File: src/rtl/freq_gate_sequencer.sv
// freq_gate_sequencer: measurement controller for the frequency meter.
// Builds gate windows from the 1 kHz timebase, walks the pulse counter
// through clear / count / latch / hold, and in auto mode picks the gate
// range from the overflow and under-range status of each result.
module freq_gate_sequencer #(
  parameter int COUNT_W    = 24,
  parameter int UNDER_TH   = 1000,
  parameter int G0         = 1000,
  parameter int G1         = 100,
  parameter int G2         = 10,
  parameter int G3         = 1,
  parameter int HOLD_TICKS = 500,
  parameter int MAX_RETRY  = 3
) (
  input  logic               CLK_50,
  input  logic               RST,
  input  logic               tick_1k,
  input  logic               run,
  input  logic               auto,
  input  logic [1:0]         range_in,
  input  logic               cnt_ovf,
  input  logic [COUNT_W-1:0] cnt_value,
  output logic               cnt_clr,
  output logic               cnt_en,
  output logic               cnt_latch,
  output logic [1:0]         range,
  output logic               done,
  output logic               over_range,
  output logic               busy
);

  // One tick counter serves both the gate window and the display hold,
  // so it is sized for the longest of them.
  localparam int GMAX01   = (G0 > G1) ? G0 : G1;
  localparam int GMAX23   = (G2 > G3) ? G2 : G3;
  localparam int GMAX     = (GMAX01 > GMAX23) ? GMAX01 : GMAX23;
  localparam int TICK_MAX = (GMAX > HOLD_TICKS) ? GMAX : HOLD_TICKS;
  localparam int TICK_W   = $clog2(TICK_MAX + 1);
  localparam int RETRY_W  = $clog2(MAX_RETRY + 1);

  localparam logic [COUNT_W-1:0] UNDER_L     = COUNT_W'(UNDER_TH);
  localparam logic [RETRY_W-1:0] MAX_RETRY_L = RETRY_W'(MAX_RETRY);
  localparam logic [TICK_W-1:0]  HOLD_LAST   = TICK_W'(HOLD_TICKS - 1);

  typedef enum logic [2:0] {
    IDLE,
    CLEAR,
    ARM,
    GATE,
    LATCH,
    EVAL,
    HOLD
  } state_t;

  state_t              state_q;
  logic                tickDelay_q;
  logic [TICK_W-1:0]   tickCnt_q;
  logic [RETRY_W-1:0]  retryCnt_q;
  logic                ovfSticky_q;
  logic                ovfS_q;
  logic                underS_q;
  logic                tickPulse;

  // Terminal count value for the gate length of a given range.
  function automatic logic [TICK_W-1:0] gateLast(input logic [1:0] r);
    logic [TICK_W-1:0] v;
    case (r)
      2'd0:    v = TICK_W'(G0 - 1);
      2'd1:    v = TICK_W'(G1 - 1);
      2'd2:    v = TICK_W'(G2 - 1);
      default: v = TICK_W'(G3 - 1);
    endcase
    return v;
  endfunction

  // Rising edge of the timebase; one clock wide.
  assign tickPulse = tick_1k & ~tickDelay_q;

  // Sequencer: state, counters and all outputs registered from the next state.
  always_ff @(posedge CLK_50) begin
    if (RST) begin
      state_q     <= IDLE;
      tickDelay_q <= 1'b0;
      tickCnt_q   <= '0;
      retryCnt_q  <= '0;
      ovfSticky_q <= 1'b0;
      ovfS_q      <= 1'b0;
      underS_q    <= 1'b0;
      cnt_clr     <= 1'b0;
      cnt_en      <= 1'b0;
      cnt_latch   <= 1'b0;
      range       <= 2'd0;
      done        <= 1'b0;
      over_range  <= 1'b0;
      busy        <= 1'b0;
    end else begin
      tickDelay_q <= tick_1k;
      cnt_clr     <= 1'b0;
      cnt_latch   <= 1'b0;
      done        <= 1'b0;

      case (state_q)
        IDLE: begin
          if (!auto) range <= range_in;
          if (run) begin
            state_q    <= CLEAR;
            retryCnt_q <= '0;
            cnt_clr    <= 1'b1;
            busy       <= 1'b1;
          end
        end

        CLEAR: begin
          ovfSticky_q <= 1'b0;
          if (!auto) range <= range_in;
          state_q <= ARM;
        end

        ARM: begin
          if (tickPulse) begin
            tickCnt_q <= gateLast(range);
            state_q   <= GATE;
            cnt_en    <= 1'b1;
          end
        end

        GATE: begin
          if (cnt_ovf) ovfSticky_q <= 1'b1;
          if (tickPulse) begin
            if (tickCnt_q == '0) begin
              state_q   <= LATCH;
              cnt_en    <= 1'b0;
              cnt_latch <= 1'b1;
            end else begin
              tickCnt_q <= tickCnt_q - TICK_W'(1);
            end
          end
        end

        LATCH: begin
          ovfS_q   <= ovfSticky_q | cnt_ovf;
          underS_q <= (cnt_value < UNDER_L);
          state_q  <= EVAL;
        end

        EVAL: begin
          if (auto && ovfS_q && (range != 2'd3) && (retryCnt_q < MAX_RETRY_L)) begin
            range      <= range + 2'd1;
            retryCnt_q <= retryCnt_q + RETRY_W'(1);
            state_q    <= CLEAR;
            cnt_clr    <= 1'b1;
          end else if (auto && !ovfS_q && underS_q && (range != 2'd0) &&
                       (retryCnt_q < MAX_RETRY_L)) begin
            range      <= range - 2'd1;
            retryCnt_q <= retryCnt_q + RETRY_W'(1);
            state_q    <= CLEAR;
            cnt_clr    <= 1'b1;
          end else begin
            done       <= 1'b1;
            over_range <= ovfS_q;
            retryCnt_q <= '0;
            tickCnt_q  <= HOLD_LAST;
            state_q    <= HOLD;
          end
        end

        HOLD: begin
          if (tickPulse) begin
            if (tickCnt_q == '0) begin
              if (run) begin
                state_q <= CLEAR;
                cnt_clr <= 1'b1;
              end else begin
                state_q <= IDLE;
                busy    <= 1'b0;
              end
            end else begin
              tickCnt_q <= tickCnt_q - TICK_W'(1);
            end
          end
        end

        default: begin
          state_q <= IDLE;
          cnt_en  <= 1'b0;
          busy    <= 1'b0;
        end
      endcase
    end
  end

endmodule

File: config.mk
export PLATFORM = sky130hd
export DESIGN_NAME = freq_gate_sequencer
export DESIGN_NICKNAME = d
export VERILOG_FILES = /design/src/rtl/freq_gate_sequencer.sv
export SDC_FILE = /design/constraint.sdc
export NUM_CORES = 1
export LEC_CHECK = 0
export BUFFER_PORTS_ARGS = -buffer_cell sky130_fd_sc_hd__buf_2
export CAP_MARGIN = 20
export CORE_MARGIN = 3
export CORE_UTILIZATION = 44
export CTS_CLUSTER_DIAMETER = 80
export DETAILED_ROUTE_END_ITERATION = 16
export PLACE_DENSITY = 0.66
export SLEW_MARGIN = 40
export SYNTH_ARGS = -nofsm -noshare
export SYNTH_HDL_FRONTEND = slang
export SYNTH_SLANG_ARGS = --single-unit
File: constraint.sdc
create_clock -name CLK_50 -period 3.5 [get_ports CLK_50]
set_input_delay 0.175 -clock CLK_50 [delete_from_list [all_inputs] [get_ports CLK_50]]
set_output_delay 0.175 -clock CLK_50 [all_outputs]
set_load 0.01 [all_outputs]
### Yosys cells after proc, flatten, opt, wreduce, memory -nomap -nowiden

Index checks and enable logic that the tools add are counted.

| storage, ports and cells | value |
|---|---|
| input bits | 32 |
| bits in registers | 27 |
| output and inout port bits | 8 |
| logic and storage cells | 127 |

| cells by class | value |
|---|---|
| bitwise gates (word level) | 10 |
| reduce and logical (&&, ||, !) cells | 30 |
| equal/unequal tests | 23 |
| $add $sub $neg | 4 |
| mux-type cells | 44 |
| $lt $le $gt $ge | 2 |

Operators by type and width:

| kind | count |
|---|---|
| case mux 10 bit (3 select lines) | 2 |
| two-way mux 10 bit | 5 |
| inequality test 2 bit (second input constant) | 13 |
| < comparator 24 x 10 -> 1 bit (second input constant) | 1 |
| two-way mux 3 bit | 8 |
| case mux 3 bit (7 select lines) | 1 |
| two-way mux 1 bit | 16 |
| two-way mux 2 bit | 6 |
| AND reduction 6 bit | 2 |
| logical NOT 10 bit | 1 |
| OR reduction 5 bit | 2 |
| subtractor 10 x 1 -> 10 bit (second input constant) | 1 |
| == test 3 bit (second input constant) | 3 |
| case mux 1 bit (3 select lines) | 3 |
| inverter 1 bit | 8 |
| case mux 2 bit (2 select lines) | 2 |
| nonzero test 2 bit | 4 |
| logical AND 1 bit | 7 |
| == test 3 x 2 -> 1 bit (second input constant) | 2 |
| AND reduction 3 bit | 2 |
| OR reduction 3 bit | 2 |
| AND reduction 5 bit | 1 |
| adder 2 x 1 -> 2 bit (second input constant) | 2 |
| AND reduction 2 bit | 2 |
| other kinds (16) | 17 |

### Longest topological paths before layout

Gate-level depths: netlist (run 1).

| depth | value |
|---|---|
| word-level depth | 8 |
| depth in mapped cells | 8 |
| depth with buffers taken out | 7 |

### Worst setup path after synthesis (run 1)

Ideal clock, no wire load.

| timing | value |
|---|---|
| kind | register to register |
| start | register range[0] |
| end | register tickCnt_q[3] |
| path buffers | 1 |
| clock period less this slack | 2.137 ns |
| required time | 3.379 ns |
| setup time | 0.121 ns |
| slack | 1.363 ns |
| stages on the path, launching flop included | 9 |
| arrival | 2.017 ns |
| path through | dfxtp_1 inv_1 ha_1 nor3b_1 o21ai_1 a221oi_2 or2_1 buf_6 mux2_2 |

| on the way | value |
|---|---|
| word-level cells in the longest chain between the ends | 5 |
| elaborated cells between the ends (all ways) | 15 |
| those cells by class | eq/ne (5); mux (3); reduce/logical (7) |

RTL lines:

| element | RTL line | RTL |
|---|---|---|
| start, declared | 26 | `output logic [1:0] range,` |
| start signal, assigned | 104 | `if (!auto) range <= range_in;` |
| start signal, assigned | 115 | `if (!auto) range <= range_in;` |
| start signal, assigned | 148 | `range <= range + 2'd1;` |
| parallel branches: the longest is 5 deep, another holds case mux 10 bit (3 select lines) | -- |  |
| end signal, assigned | 121 | `tickCnt_q <= gateLast(range);` |
| end signal, assigned | 135 | `tickCnt_q <= tickCnt_q - TICK_W'(1);` |
| end signal, assigned | 178 | `tickCnt_q <= tickCnt_q - TICK_W'(1);` |
| end, declared | 57 | `logic [TICK_W-1:0] tickCnt_q;` |

Parallel ways; which one is timed is not known. The select of a mux whose other input is x is not followed.
A chain may end at the register's enable or synchronous reset.

### Final worst setup path (run 1)

Same ends and word-level chain as after synthesis.

==> impl_results.html, run 1 <==
<table>
<tr><th>Metric</th><th>Value</th></tr>
<tr><th colspan="2">Cells and area</th></tr>
<tr><td>Number of antenna diodes</td><td>0</td></tr>
<tr><td>Final cell count without fillers</td><td>305</td></tr>
<tr><td>Final net count</td><td>297</td></tr>
<tr><td>Synth-to-Final Area Change</td><td>14.3%</td></tr>
<tr><td>Fraction of final layout cells with drive strength greater than 1</td><td>22.6%</td></tr>
<tr><th colspan="2">Die</th></tr>
<tr><td>Chip Width</td><td>70.5 um</td></tr>
<tr><td>Die outline height</td><td>70.5 um</td></tr>
<tr><td>Row cnt</td><td>22</td></tr>
<tr><td>Initial core utilization</td><td>47.9%</td></tr>
<tr><td>Area of the core</td><td>3830 um2</td></tr>
<tr><td>I/O Pins</td><td>40</td></tr>
<tr><td>Area enclosed by the die boundary</td><td>4970 um2</td></tr>
<tr><th colspan="2">Timing</th></tr>
<tr><td>Max-slew violation count</td><td>0</td></tr>
<tr><td>Post-route clock skew</td><td>3.15 ps</td></tr>
<tr><td>Final number of setup-violating endpoints</td><td>0</td></tr>
<tr><td>Setup repair after global routing missed its margin</td><td>false</td></tr>
<tr><td>Fraction of the cycle the final worst path needs</td><td>75.8%</td></tr>
<tr><td>Slew HR</td><td>55.4%</td></tr>
<tr><td>Final Worst Setup Slack</td><td>848 ps</td></tr>
<tr><td>Final min period</td><td>2650 ps</td></tr>
<tr><td>Setup total negative slack</td><td>0 ps</td></tr>
<tr><td>Pin slew with the least headroom to its limit</td><td>667 ps</td></tr>
<tr><td>Endpoints failing hold</td><td>0</td></tr>
<tr><td>Fmax</td><td>377 MHz</td></tr>
<tr><th colspan="2">Yosys</th></tr>
<tr><td>Synthesized net count</td><td>263</td></tr>
<tr><td>Number of instances in the synthesized netlist</td><td>224</td></tr>
<tr><td>Number of library cell types mapped by synthesis</td><td>59</td></tr>
<tr><td>Seq cells post-synth</td><td>27</td></tr>
<tr><td>Mapped cell area</td><td>1830 um2</td></tr>
<tr><td>Post-synthesis async set-or-reset flop share</td><td>0%</td></tr>
<tr><td>Prevailing post-synth register cell</td><td>sky130_fd_sc_hd__dfxtp_1</td></tr>
<tr><td>Post-synth EDFFs</td><td>0</td></tr>
<tr><td>Sequential area share after synthesis</td><td>29.5%</td></tr>
<tr><td>Total of warnings raised by yosys</td><td>0</td></tr>
<tr><td>Synthesized area per cell</td><td>8.18 um2</td></tr>
<tr><th colspan="2">Critical path</th></tr>
<tr><td>Category of the worst setup path launch point</td><td>register</td></tr>
<tr><td>Delay contributed by the slowest stage of the critical path</td><td>430 ps</td></tr>
<tr><td>Worst Setup End Kind</td><td>register</td></tr>
<tr><td>Classification of the worst setup path</td><td>register to register</td></tr>
<tr><td>Arrival time at the worst endpoint</td><td>2820 ps</td></tr>
<tr><td>Cell type group with the largest total delay on the critical path</td><td>simple AND/OR/NAND/NOR gates</td></tr>
<tr><td>Critical path peak fanout</td><td>11</td></tr>
<tr><td>List of cells traversed by the critical path</td><td>inv_1, ha_1, nor3b_1, o21ai_1, buf_4, a221oi_2, buf_4, or2_1, mux2_2</td></tr>
<tr><td>Reg-to-reg slack, setup</td><td>850 ps</td></tr>
<tr><td>WP depth</td><td>9</td></tr>
<tr><td>Worst path most repeated cell</td><td>sky130_fd_sc_hd__buf_4</td></tr>
<tr><td>Worst-case reg-to-reg path depth</td><td>9</td></tr>
<tr><td>Data required time at the worst endpoint</td><td>3670 ps</td></tr>
<tr><td>Buf/Inv on CP</td><td>3</td></tr>
<tr><td>Capture point of the worst reg-to-reg path</td><td>tickCnt_q[3]</td></tr>
<tr><td>Worst flop-to-flop path startpoint</td><td>range[0]</td></tr>
<tr><td>Highest-delay cell along the critical path</td><td>sky130_fd_sc_hd__or2_1</td></tr>
<tr><th colspan="2">Pwr</th></tr>
<tr><td>Ratio of total power to cell area</td><td>435 nW/um2</td></tr>
<tr><td>Standby leakage power</td><td>0.000827 uW</td></tr>
<tr><td>Worst supply voltage drop on vdd</td><td>0.187 mV</td></tr>
<tr><th colspan="2">Hold path</th></tr>
<tr><td>Hold Crit Depth</td><td>2</td></tr>
<tr><td>Hold Path Origin</td><td>tick_1k</td></tr>
<tr><td>Endpoint with the worst hold slack</td><td>tickDelay_q</td></tr>
<tr><td>Class of the worst hold path</td><td>input pin to register</td></tr>
<tr><th colspan="2">Placement</th></tr>
<tr><td>Cells after DPL</td><td>301</td></tr>
<tr><td>Worst slack at placement</td><td>866 ps</td></tr>
<tr><td>DPL Wire Length</td><td>3.21 mm</td></tr>
<tr><td>Port Buffer Count</td><td>36</td></tr>
<tr><td>RD Place Congestion</td><td>0.823</td></tr>
<tr><th colspan="2">Route</th></tr>
<tr><td>Routed wire per std cell</td><td>14.6 um</td></tr>
<tr><td>Detailed Routing Iterations Pass 1</td><td>4</td></tr>
<tr><td>Final routed wirelength across all metal layers</td><td>4.44 mm</td></tr>
<tr><td>Drt initial violations</td><td>124</td></tr>
<tr><td>Number of vias per cell</td><td>5.88</td></tr>
<tr><td>DR vias</td><td>1793</td></tr>
<tr><td>Remaining DRCs</td><td>0</td></tr>
<tr><td>Routed Antenna Nets</td><td>0</td></tr>
<tr><th colspan="2">Global route</th></tr>
<tr><td>Largest net degree at the start of global routing</td><td>33</td></tr>
<tr><td>Total routing usage reported by global routing</td><td>17.9%</td></tr>
<tr><td>Aggregate global routing overflow</td><td>0</td></tr>
<tr><td>Antenna violations before repair</td><td>0</td></tr>
<tr><td>Via count of the first global-routing pass</td><td>1597</td></tr>
<tr><td>First-pass GRT wire length</td><td>7.37 mm</td></tr>
<tr><th colspan="2">Job</th></tr>
<tr><td>Count of maximum capacitance violations</td><td>0</td></tr>
<tr><th colspan="2">Clock network</th></tr>
<tr><td>H-tree levels</td><td>1</td></tr>
<tr><td>Clock buffers created by TritonCTS</td><td>3</td></tr>
<tr><td>Clock net sink count</td><td>27</td></tr>
<tr><td>Clock slew at reported path FFs</td><td>90 ps</td></tr>
<tr><td>TritonCTS clock tree</td><td>built</td></tr>
<tr><td>Clock Path Buffers</td><td>2</td></tr>
<tr><td>Setup Fix Bufs, Post-CTS</td><td>0</td></tr>
<tr><td>Insertion delay to the later sink of the worst-skew pair</td><td>280 ps</td></tr>
<tr><td>Post-cts resize count</td><td>0</td></tr>
<tr><td>Post-CTS Hold Fix Bufs</td><td>0</td></tr>
<tr><td>CTS Root Cell</td><td>sky130_fd_sc_hd__clkbuf_8</td></tr>
<tr><th colspan="2">Outcome</th></tr>
<tr><td>Outcome</td><td>finished, final reports clean</td></tr>
</table>
## flip-flops by register name (all words and copies together), names as in the netlist, 2 cells and up
| register | flops |
|---|---|
| range | 2 |
| tickCnt_q | 10 |
| retryCnt_q | 2 |
| state_q | 3 |
## synthesized netlist by cell type, drive strengths merged (2+ instances only)
cell     count  area share, %
nor4         4            1.4
nor3b        2           0.82
a21o         2           0.82
o21ai       16            4.6
dfxtp       27             30
nor4b        3            2.3
and3         3            1.0
or3          3            1.0
nand4        3            1.0
a221oi       2            1.3
o31ai        2           0.82
nor2        24            5.1
nand3        5            1.4
inv         11            2.3
clkbuf       5            1.0
nor3        13            3.8
nand2b       3            1.0
a211oi       6            2.5
nand2       10            2.5
nor2b       10            3.6
and2         2           0.68
mux2i        2            1.1
a31oi        4            1.4
a311oi       5            3.3
o32ai        5            2.4
a21oi       16            4.4
ha           7            4.8
or2          2           0.68
buf          8            2.7
a2111oi      3            3.5
o21a         2           0.82
## layout make-up
cell class | count | area, um2
flip-flops and latches | 27 | 541
well taps | 48 | 60.1
clock buffers | 4 | 45.0
fillers | 371 | 1730
multi-input cells | 173 | 1180
repair buffers | 42 | 225
inverters | 11 | 41.3
## worst max path at each step
| stage | from | endpoint | slack, ps |
|---|---|---|---|
| 2_1_floorplan | range[0] | tickCnt_q[3] | 1360 |
| 3_3_place_gp | range[0] | tickCnt_q[3] | 880 |
| 3_5_place_dp | range[0] | tickCnt_q[3] | 870 |
| 4_1_cts | range[0] | tickCnt_q[3] | 850 |
| 5_1_grt | range[1] | tickCnt_q[3] | 660 |
| 6_report | range[0] | tickCnt_q[3] | 850 |
## metal layers
layer,global-route usage (%),part of all wire (%),vias up
met4,5.74,1.2,0
met5,0,0,-
met3,2.59,5.0,5
met2,27.5,43,43
li1,-,-,907
met1,25.5,51,838
## worst reg2reg max path, stage by stage (launching register included)
cell and delay [ps]:
sky130_fd_sc_hd__dfxtp_1 410, sky130_fd_sc_hd__inv_1 110, sky130_fd_sc_hd__ha_1 250, sky130_fd_sc_hd__nor3b_1 260
sky130_fd_sc_hd__o21ai_1 90, sky130_fd_sc_hd__buf_4 170, sky130_fd_sc_hd__a221oi_2 240, sky130_fd_sc_hd__buf_4 210
sky130_fd_sc_hd__or2_1 430, sky130_fd_sc_hd__mux2_2 390
## through the flow
| stage | power (uW) | cell area [um2] | utilization [%] | hold WS, ps |
|---|---|---|---|---|
| 2_1_floorplan | 653 | 1830 | - | 303 |
| 6_report | 911 | 2090 | 54.7 | 137 |
| 5_1_grt | 979 | 2090 | 54.7 | 148 |
| 3_5_place_dp | 734 | 2050 | 53.5 | 434 |
| 3_3_place_gp | 732 | 2050 | 53.5 | 412 |
| 4_1_cts | 915 | 2090 | 54.7 | 131 |
## cells by family (layout without fill, tap and decap cells)
| family | after synthesis | count (layout) | synth area share, % |
|---|---|---|---|
| flip-flops | 27 | 27 | 29.5 |
| adder cells (fa/ha/maj) | 7 | 7 | 4.78 |
| XOR/XNOR | 1 | 1 | 0.478 |
| AO/OA/AOI/OAI | 73 | 73 | 30.5 |
| buffers and inverters | 24 | 57 | 6.01 |
| AND/OR/NAND/NOR | 89 | 89 | 27.0 |
| multiplexers | 3 | 3 | 1.71 |
## power breakdown
part / switching, uW / internal [uW]
combinational: 207 / 147
sequential: 39.9 / 337
clock: 99.0 / 81.8
## cell usage in the layout (no fill, tap or decap), types with 4 or more instances in the layout
master and count:
sky130_fd_sc_hd__a211oi_1 6, sky130_fd_sc_hd__o32ai_1 5, sky130_fd_sc_hd__a21oi_1 16, sky130_fd_sc_hd__inv_1 11, sky130_fd_sc_hd__o21ai_0 14, sky130_fd_sc_hd__a31oi_1 4
sky130_fd_sc_hd__buf_2 36, sky130_fd_sc_hd__dfxtp_1 27, sky130_fd_sc_hd__nor2_1 23, sky130_fd_sc_hd__nor2b_1 9, sky130_fd_sc_hd__nor4_1 4, sky130_fd_sc_hd__nand2_1 9
sky130_fd_sc_hd__nor3_1 12, sky130_fd_sc_hd__buf_4 6, sky130_fd_sc_hd__nand3_1 5, sky130_fd_sc_hd__a311oi_1 4, sky130_fd_sc_hd__ha_1 7
No activity file was read; power rests on OpenSTA's default activity.
==> run 2: changes to the inputs <==
--- a/config.mk
+++ b/config.mk
@@ -5,13 +5,14 @@
 export SDC_FILE = /design/constraint.sdc
 export NUM_CORES = 1
 export LEC_CHECK = 0
+export ABC_AREA = 1
 export BUFFER_PORTS_ARGS = -buffer_cell sky130_fd_sc_hd__buf_2
 export CAP_MARGIN = 20
 export CORE_MARGIN = 3
 export CORE_UTILIZATION = 44
 export CTS_CLUSTER_DIAMETER = 80
 export DETAILED_ROUTE_END_ITERATION = 16
-export PLACE_DENSITY = 0.66
+export PLACE_DENSITY = 0.68
 export SLEW_MARGIN = 40
 export SYNTH_ARGS = -nofsm -noshare
 export SYNTH_HDL_FRONTEND = slang
==> constraint.sdc (replaced) <==
create_clock -name CLK_50 -period 2.4 [get_ports CLK_50]
set_input_delay 0.12 -clock CLK_50 [delete_from_list [all_inputs] [get_ports CLK_50]]
set_output_delay 0.12 -clock CLK_50 [all_outputs]
set_load 0.01 [all_outputs]
==> impl_results.html, run 2 <==
<table>
<tr><th>Metric</th><th>Value</th></tr>
<tr><th colspan="2">Yosys</th></tr>
<tr><td>Leading post-synthesis cells by instance count</td><td>82 x sky130_fd_sc_hd__nand2_1, 67 x sky130_fd_sc_hd__nor2_1, 37 x sky130_fd_sc_hd__inv_1, 27 x sky130_fd_sc_hd__dfxtp_1, 24 x sky130_fd_sc_hd__nand3_1</td></tr>
<tr><td>Post-synthesis async set-or-reset flop share</td><td>0% (unchanged)</td></tr>
<tr><td>Mapped cell area</td><td>1890 um2 (+3.2%)</td></tr>
<tr><td>Post-synth EDFFs</td><td>0 (unchanged)</td></tr>
<tr><td>Number of instances in the synthesized netlist</td><td>307 (+37%)</td></tr>
<tr><td>Synthesized area per cell</td><td>6.16 um2 (-25%)</td></tr>
<tr><td>Number of library cell types mapped by synthesis</td><td>32 (-46%)</td></tr>
<tr><td>Sequential area share after synthesis</td><td>28.6% (-0.92 points)</td></tr>
<tr><td>Synthesized net count</td><td>346 (+32%)</td></tr>
<tr><td>Seq cells post-synth</td><td>27 (unchanged)</td></tr>
<tr><td>Total of warnings raised by yosys</td><td>0 (unchanged)</td></tr>
<tr><td>Most frequent cell after synthesis</td><td>sky130_fd_sc_hd__nand2_1</td></tr>
<tr><td>Cell type with the highest aggregate area in the netlist</td><td>sky130_fd_sc_hd__dfxtp_1</td></tr>
<tr><td>Prevailing post-synth register cell</td><td>sky130_fd_sc_hd__dfxtp_1</td></tr>
<tr><td>Synth top area share</td><td>28.6% (-0.92 points)</td></tr>
<tr><td>Cell types with the largest area share after synthesis</td><td>sky130_fd_sc_hd__dfxtp_1 29%, sky130_fd_sc_hd__nand2_1 16%, sky130_fd_sc_hd__nor2_1 13%, sky130_fd_sc_hd__inv_1 7.3%, sky130_fd_sc_hd__nand3_1 6.4%</td></tr>
<tr><th colspan="2">Critical path</th></tr>
<tr><td>Classification of the worst setup path</td><td>register to register</td></tr>
<tr><td>Worst-case reg-to-reg path depth</td><td>7 (-2)</td></tr>
<tr><td>Worst flop-to-flop path startpoint</td><td>state_q[2]</td></tr>
<tr><td>List of cells traversed by the critical path</td><td>nand3_2, nand2_1, inv_1, a21oi_1, o21ai_0, nor2_1, nor2_1</td></tr>
<tr><td>Critical path peak fanout</td><td>8 (-3)</td></tr>
<tr><td>Worst path most repeated cell</td><td>sky130_fd_sc_hd__nor2_1</td></tr>
<tr><td>Worst Setup End Kind</td><td>register</td></tr>
<tr><td>Category of the worst setup path launch point</td><td>register</td></tr>
<tr><td>Highest-delay cell along the critical path</td><td>sky130_fd_sc_hd__dfxtp_1</td></tr>
<tr><td>Data required time at the worst endpoint</td><td>2580 ps (-1090 ps)</td></tr>
<tr><td>Arrival time at the worst endpoint</td><td>1920 ps (-900 ps)</td></tr>
<tr><td>Reg-to-reg slack, setup</td><td>660 ps (-190 ps)</td></tr>
<tr><td>Capture point of the worst reg-to-reg path</td><td>tickCnt_q[1]</td></tr>
<tr><td>Delay contributed by the slowest stage of the critical path</td><td>630 ps (+200 ps)</td></tr>
<tr><th colspan="2">Cells and area</th></tr>
<tr><td>Fraction of final layout cells with drive strength greater than 1</td><td>16.9% (-5.7 points)</td></tr>
<tr><td>Leading registers by flop count</td><td>tickCnt_q (10), state_q (3)</td></tr>
<tr><td>Most common library cell in the layout ignoring fill and taps</td><td>sky130_fd_sc_hd__nand2_1</td></tr>
<tr><td>Filler cell count in the final layout</td><td>446 (+20%)</td></tr>
<tr><td>Synth-to-Final Area Change</td><td>13.2%</td></tr>
<tr><td>Most flops, register</td><td>tickCnt_q</td></tr>
<tr><td>Highest-count cells in the layout ignoring fill and taps</td><td>82 x sky130_fd_sc_hd__nand2_1, 67 x sky130_fd_sc_hd__nor2_1, 37 x sky130_fd_sc_hd__inv_1, 36 x sky130_fd_sc_hd__buf_2, 27 x sky130_fd_sc_hd__dfxtp_1</td></tr>
<tr><td>Flip-flop count of the largest register after layout</td><td>10 (unchanged)</td></tr>
<tr><td>Number of antenna diodes</td><td>0 (unchanged)</td></tr>
<tr><td>Final net count</td><td>383 (+29%)</td></tr>
<tr><th colspan="2">Hold path</th></tr>
<tr><td>Endpoint with the worst hold slack</td><td>tickDelay_q</td></tr>
<tr><td>Class of the worst hold path</td><td>input pin to register</td></tr>
<tr><td>Hold Path Origin</td><td>tick_1k</td></tr>
<tr><td>Hold Crit Depth</td><td>3 (+1)</td></tr>
<tr><th colspan="2">Global route</th></tr>
<tr><td>Largest net degree at the start of global routing</td><td>18 (-45%)</td></tr>
<tr><td>First-pass GRT wire length</td><td>7.25 mm (-1.7%)</td></tr>
<tr><td>Aggregate global routing overflow</td><td>0 (unchanged)</td></tr>
<tr><td>Via count of the first global-routing pass</td><td>1682 (+5.3%)</td></tr>
<tr><td>Antenna violations before repair</td><td>0 (unchanged)</td></tr>
<tr><td>Total routing usage reported by global routing</td><td>17.3% (-0.60 points)</td></tr>
<tr><th colspan="2">Route</th></tr>
<tr><td>Drt initial violations</td><td>74 (-40%)</td></tr>
<tr><td>Final routed wirelength across all metal layers</td><td>4.13 mm (-7.0%)</td></tr>
<tr><td>DR vias</td><td>1879 (+4.8%)</td></tr>
<tr><td>Top layer in use</td><td>met4</td></tr>
<tr><td>Routed wire per std cell</td><td>10.5 um (-28%)</td></tr>
<tr><td>Routed Antenna Nets</td><td>0 (unchanged)</td></tr>
<tr><td>Number of vias per cell</td><td>4.78 (-19%)</td></tr>
<tr><td>Amount of wire on met3 after detailed routing</td><td>233 um (+5.9%)</td></tr>
<tr><td>Metal1 wirelength</td><td>2.13 mm (-6.2%)</td></tr>
<tr><td>WL met2</td><td>1.73 mm (-9.0%)</td></tr>
<tr><td>Detailed Routing Iterations Pass 1</td><td>5 (+1)</td></tr>
<tr><td>Remaining DRCs</td><td>0 (unchanged)</td></tr>
<tr><th colspan="2">Pwr</th></tr>
<tr><td>Power share of the combinational group</td><td>58.1% (+19 points)</td></tr>
<tr><td>Seq pwr share</td><td>30.0% (-11 points)</td></tr>
<tr><td>Standby leakage power</td><td>0.00118 uW (+42%)</td></tr>
<tr><td>Clock Power Share</td><td>11.9% (-7.9 points)</td></tr>
<tr><td>Internal power contribution</td><td>1140 uW (+100%)</td></tr>
<tr><td>Worst supply voltage drop on vdd</td><td>0.350 mV (+87%)</td></tr>
<tr><td>Ratio of total power to cell area</td><td>1030 nW/um2 (+140%)</td></tr>
<tr><td>Sw Ratio</td><td>48.4% (+10 points)</td></tr>
<tr><td>Net load switching power</td><td>1070 uW (+210%)</td></tr>
<tr><th colspan="2">Die</th></tr>
<tr><td>Chip Width</td><td>71.6 um (+1.5%)</td></tr>
<tr><td>Area enclosed by the die boundary</td><td>5120 um2 (+2.9%)</td></tr>
<tr><td>Area of the core</td><td>4090 um2 (+6.8%)</td></tr>
<tr><td>Initial core utilization</td><td>46.3% (-1.6 points)</td></tr>
<tr><td>Die outline height</td><td>71.6 um (+1.5%)</td></tr>
<tr><td>I/O Pins</td><td>40 (unchanged)</td></tr>
<tr><td>Row cnt</td><td>23 (+4.5%)</td></tr>
<tr><th colspan="2">Clock network</th></tr>
<tr><td>Insertion delay to the later sink of the worst-skew pair</td><td>270 ps (about the same)</td></tr>
<tr><td>H-tree levels</td><td>1 (unchanged)</td></tr>
<tr><td>Clock slew at reported path FFs</td><td>100 ps (about the same)</td></tr>
<tr><td>Setup Fix Bufs, Post-CTS</td><td>0 (unchanged)</td></tr>
<tr><td>Clock Path Buffers</td><td>2 (unchanged)</td></tr>
<tr><td>CTS Root Cell</td><td>sky130_fd_sc_hd__clkbuf_8</td></tr>
<tr><td>TritonCTS clock tree</td><td>built</td></tr>
<tr><td>Clock net sink count</td><td>27 (unchanged)</td></tr>
<tr><td>Clock buffers created by TritonCTS</td><td>3 (unchanged)</td></tr>
<tr><td>Post-cts resize count</td><td>0 (unchanged)</td></tr>
<tr><td>Post-CTS Hold Fix Bufs</td><td>0 (unchanged)</td></tr>
<tr><th colspan="2">Timing</th></tr>
<tr><td>Final min period</td><td>1740 ps (-912 ps)</td></tr>
<tr><td>Final worst hold slack</td><td>73.3 ps (-63.7 ps)</td></tr>
<tr><td>Max-slew violation count</td><td>0 (unchanged)</td></tr>
<tr><td>Slew HR</td><td>62.7% (+7.2 points)</td></tr>
<tr><td>Fmax</td><td>575 MHz (+52%)</td></tr>
<tr><td>Pin slew with the least headroom to its limit</td><td>559 ps (-108 ps)</td></tr>
<tr><td>Fraction of the cycle the final worst path needs</td><td>72.5% (-3.3 points)</td></tr>
<tr><td>Post-route clock skew</td><td>3.31 ps (+0.165 ps)</td></tr>
<tr><td>Final number of setup-violating endpoints</td><td>0 (unchanged)</td></tr>
<tr><td>Setup repair after global routing missed its margin</td><td>false</td></tr>
<tr><td>Endpoints failing hold</td><td>0 (unchanged)</td></tr>
<tr><td>Setup total negative slack</td><td>0 ps (unchanged)</td></tr>
<tr><td>Final Worst Setup Slack</td><td>659 ps (-188 ps)</td></tr>
<tr><th colspan="2">Outcome</th></tr>
<tr><td>Outcome</td><td>finished, final reports clean</td></tr>
<tr><th colspan="2">Placement</th></tr>
<tr><td>Port Buffer Count</td><td>36 (unchanged)</td></tr>
<tr><td>Worst slack at placement</td><td>657 ps (-210 ps)</td></tr>
<tr><td>DPL Wire Length</td><td>3.29 mm (+2.7%)</td></tr>
<tr><td>RD Place Congestion</td><td>0.855 (+3.9%)</td></tr>
<tr><th colspan="2">Job</th></tr>
<tr><td>Count of maximum capacitance violations</td><td>0 (unchanged)</td></tr>
</table>
[run 2: cells by family after synthesis]
family / share of synthesized area [%]
and+or+nand+nor: 46.7
buffers and inverters: 11.2
AOI/OAI and AO/OA: 7.94
DFF: 28.6
adders and majority gates: 4.63
xor gates and xnor gates: 0.927
[run 2: final cells by class]
class / count / area, um2 / share of cell area (%)
clock buffer: 3 / 41.3 / 1.93
timing repair buffer: 39 / 203 / 9.47
inverter: 39 / 150 / 7.01
multi-input combinational: 234 / 1140 / 53.2
tap: 50 / 62.6 / 2.92
sequential: 27 / 541 / 25.2
clock inverter: 1 / 5.00 / 0.234
[run 2: metrics by stage]
step                power (uW)  utilization (%)  cells  area (um2)
floorplan                 1730                -    307        1890
global placement          1950             51.3    389        2090
detailed placement        1960             51.3    389        2090
CTS                       2230             52.4    393        2140
global route              2490             52.4    393        2140
finish                    2210             52.4    393        2140
[run 2: worst max path at each step]
stage	startpoint	endpoint	slack (ps)
4_1_cts	range[0]	tickCnt_q[1]	650
3_5_place_dp	state_q[2]	tickCnt_q[1]	660
2_1_floorplan	range[0]	tickCnt_q[7]	800
3_3_place_gp	state_q[2]	tickCnt_q[1]	680
5_1_grt	tickCnt_q[0]	state_q[1]	480
6_report	state_q[2]	tickCnt_q[1]	660
[run 2: metal layers]
layer	global-route usage, %	up-vias
li1	-	1035
met1	25.0	788
met2	27.0	52
met3	1.54	4
met4	5.43	0
met5	0	-
[run 2: critical path, delay by kind of cell, from the launching register on]
| kind | cells | cell delay (ps) |
|---|---|---|
| and+or+nand+nor | 4 | 580 |
| buffers and inverters | 1 | 90 |
| AOI/OAI and AO/OA | 2 | 350 |
| DFF | 1 | 630 |
[run 2: power groups by stage]
stage	registers, uW	clock network [uW]	logic (uW)
after floorplan	645	0	1080
after global placement	672	0	1270
after detailed placement	675	0	1280
after CTS	664	281	1290
after global routing	681	299	1510
final	664	264	1290
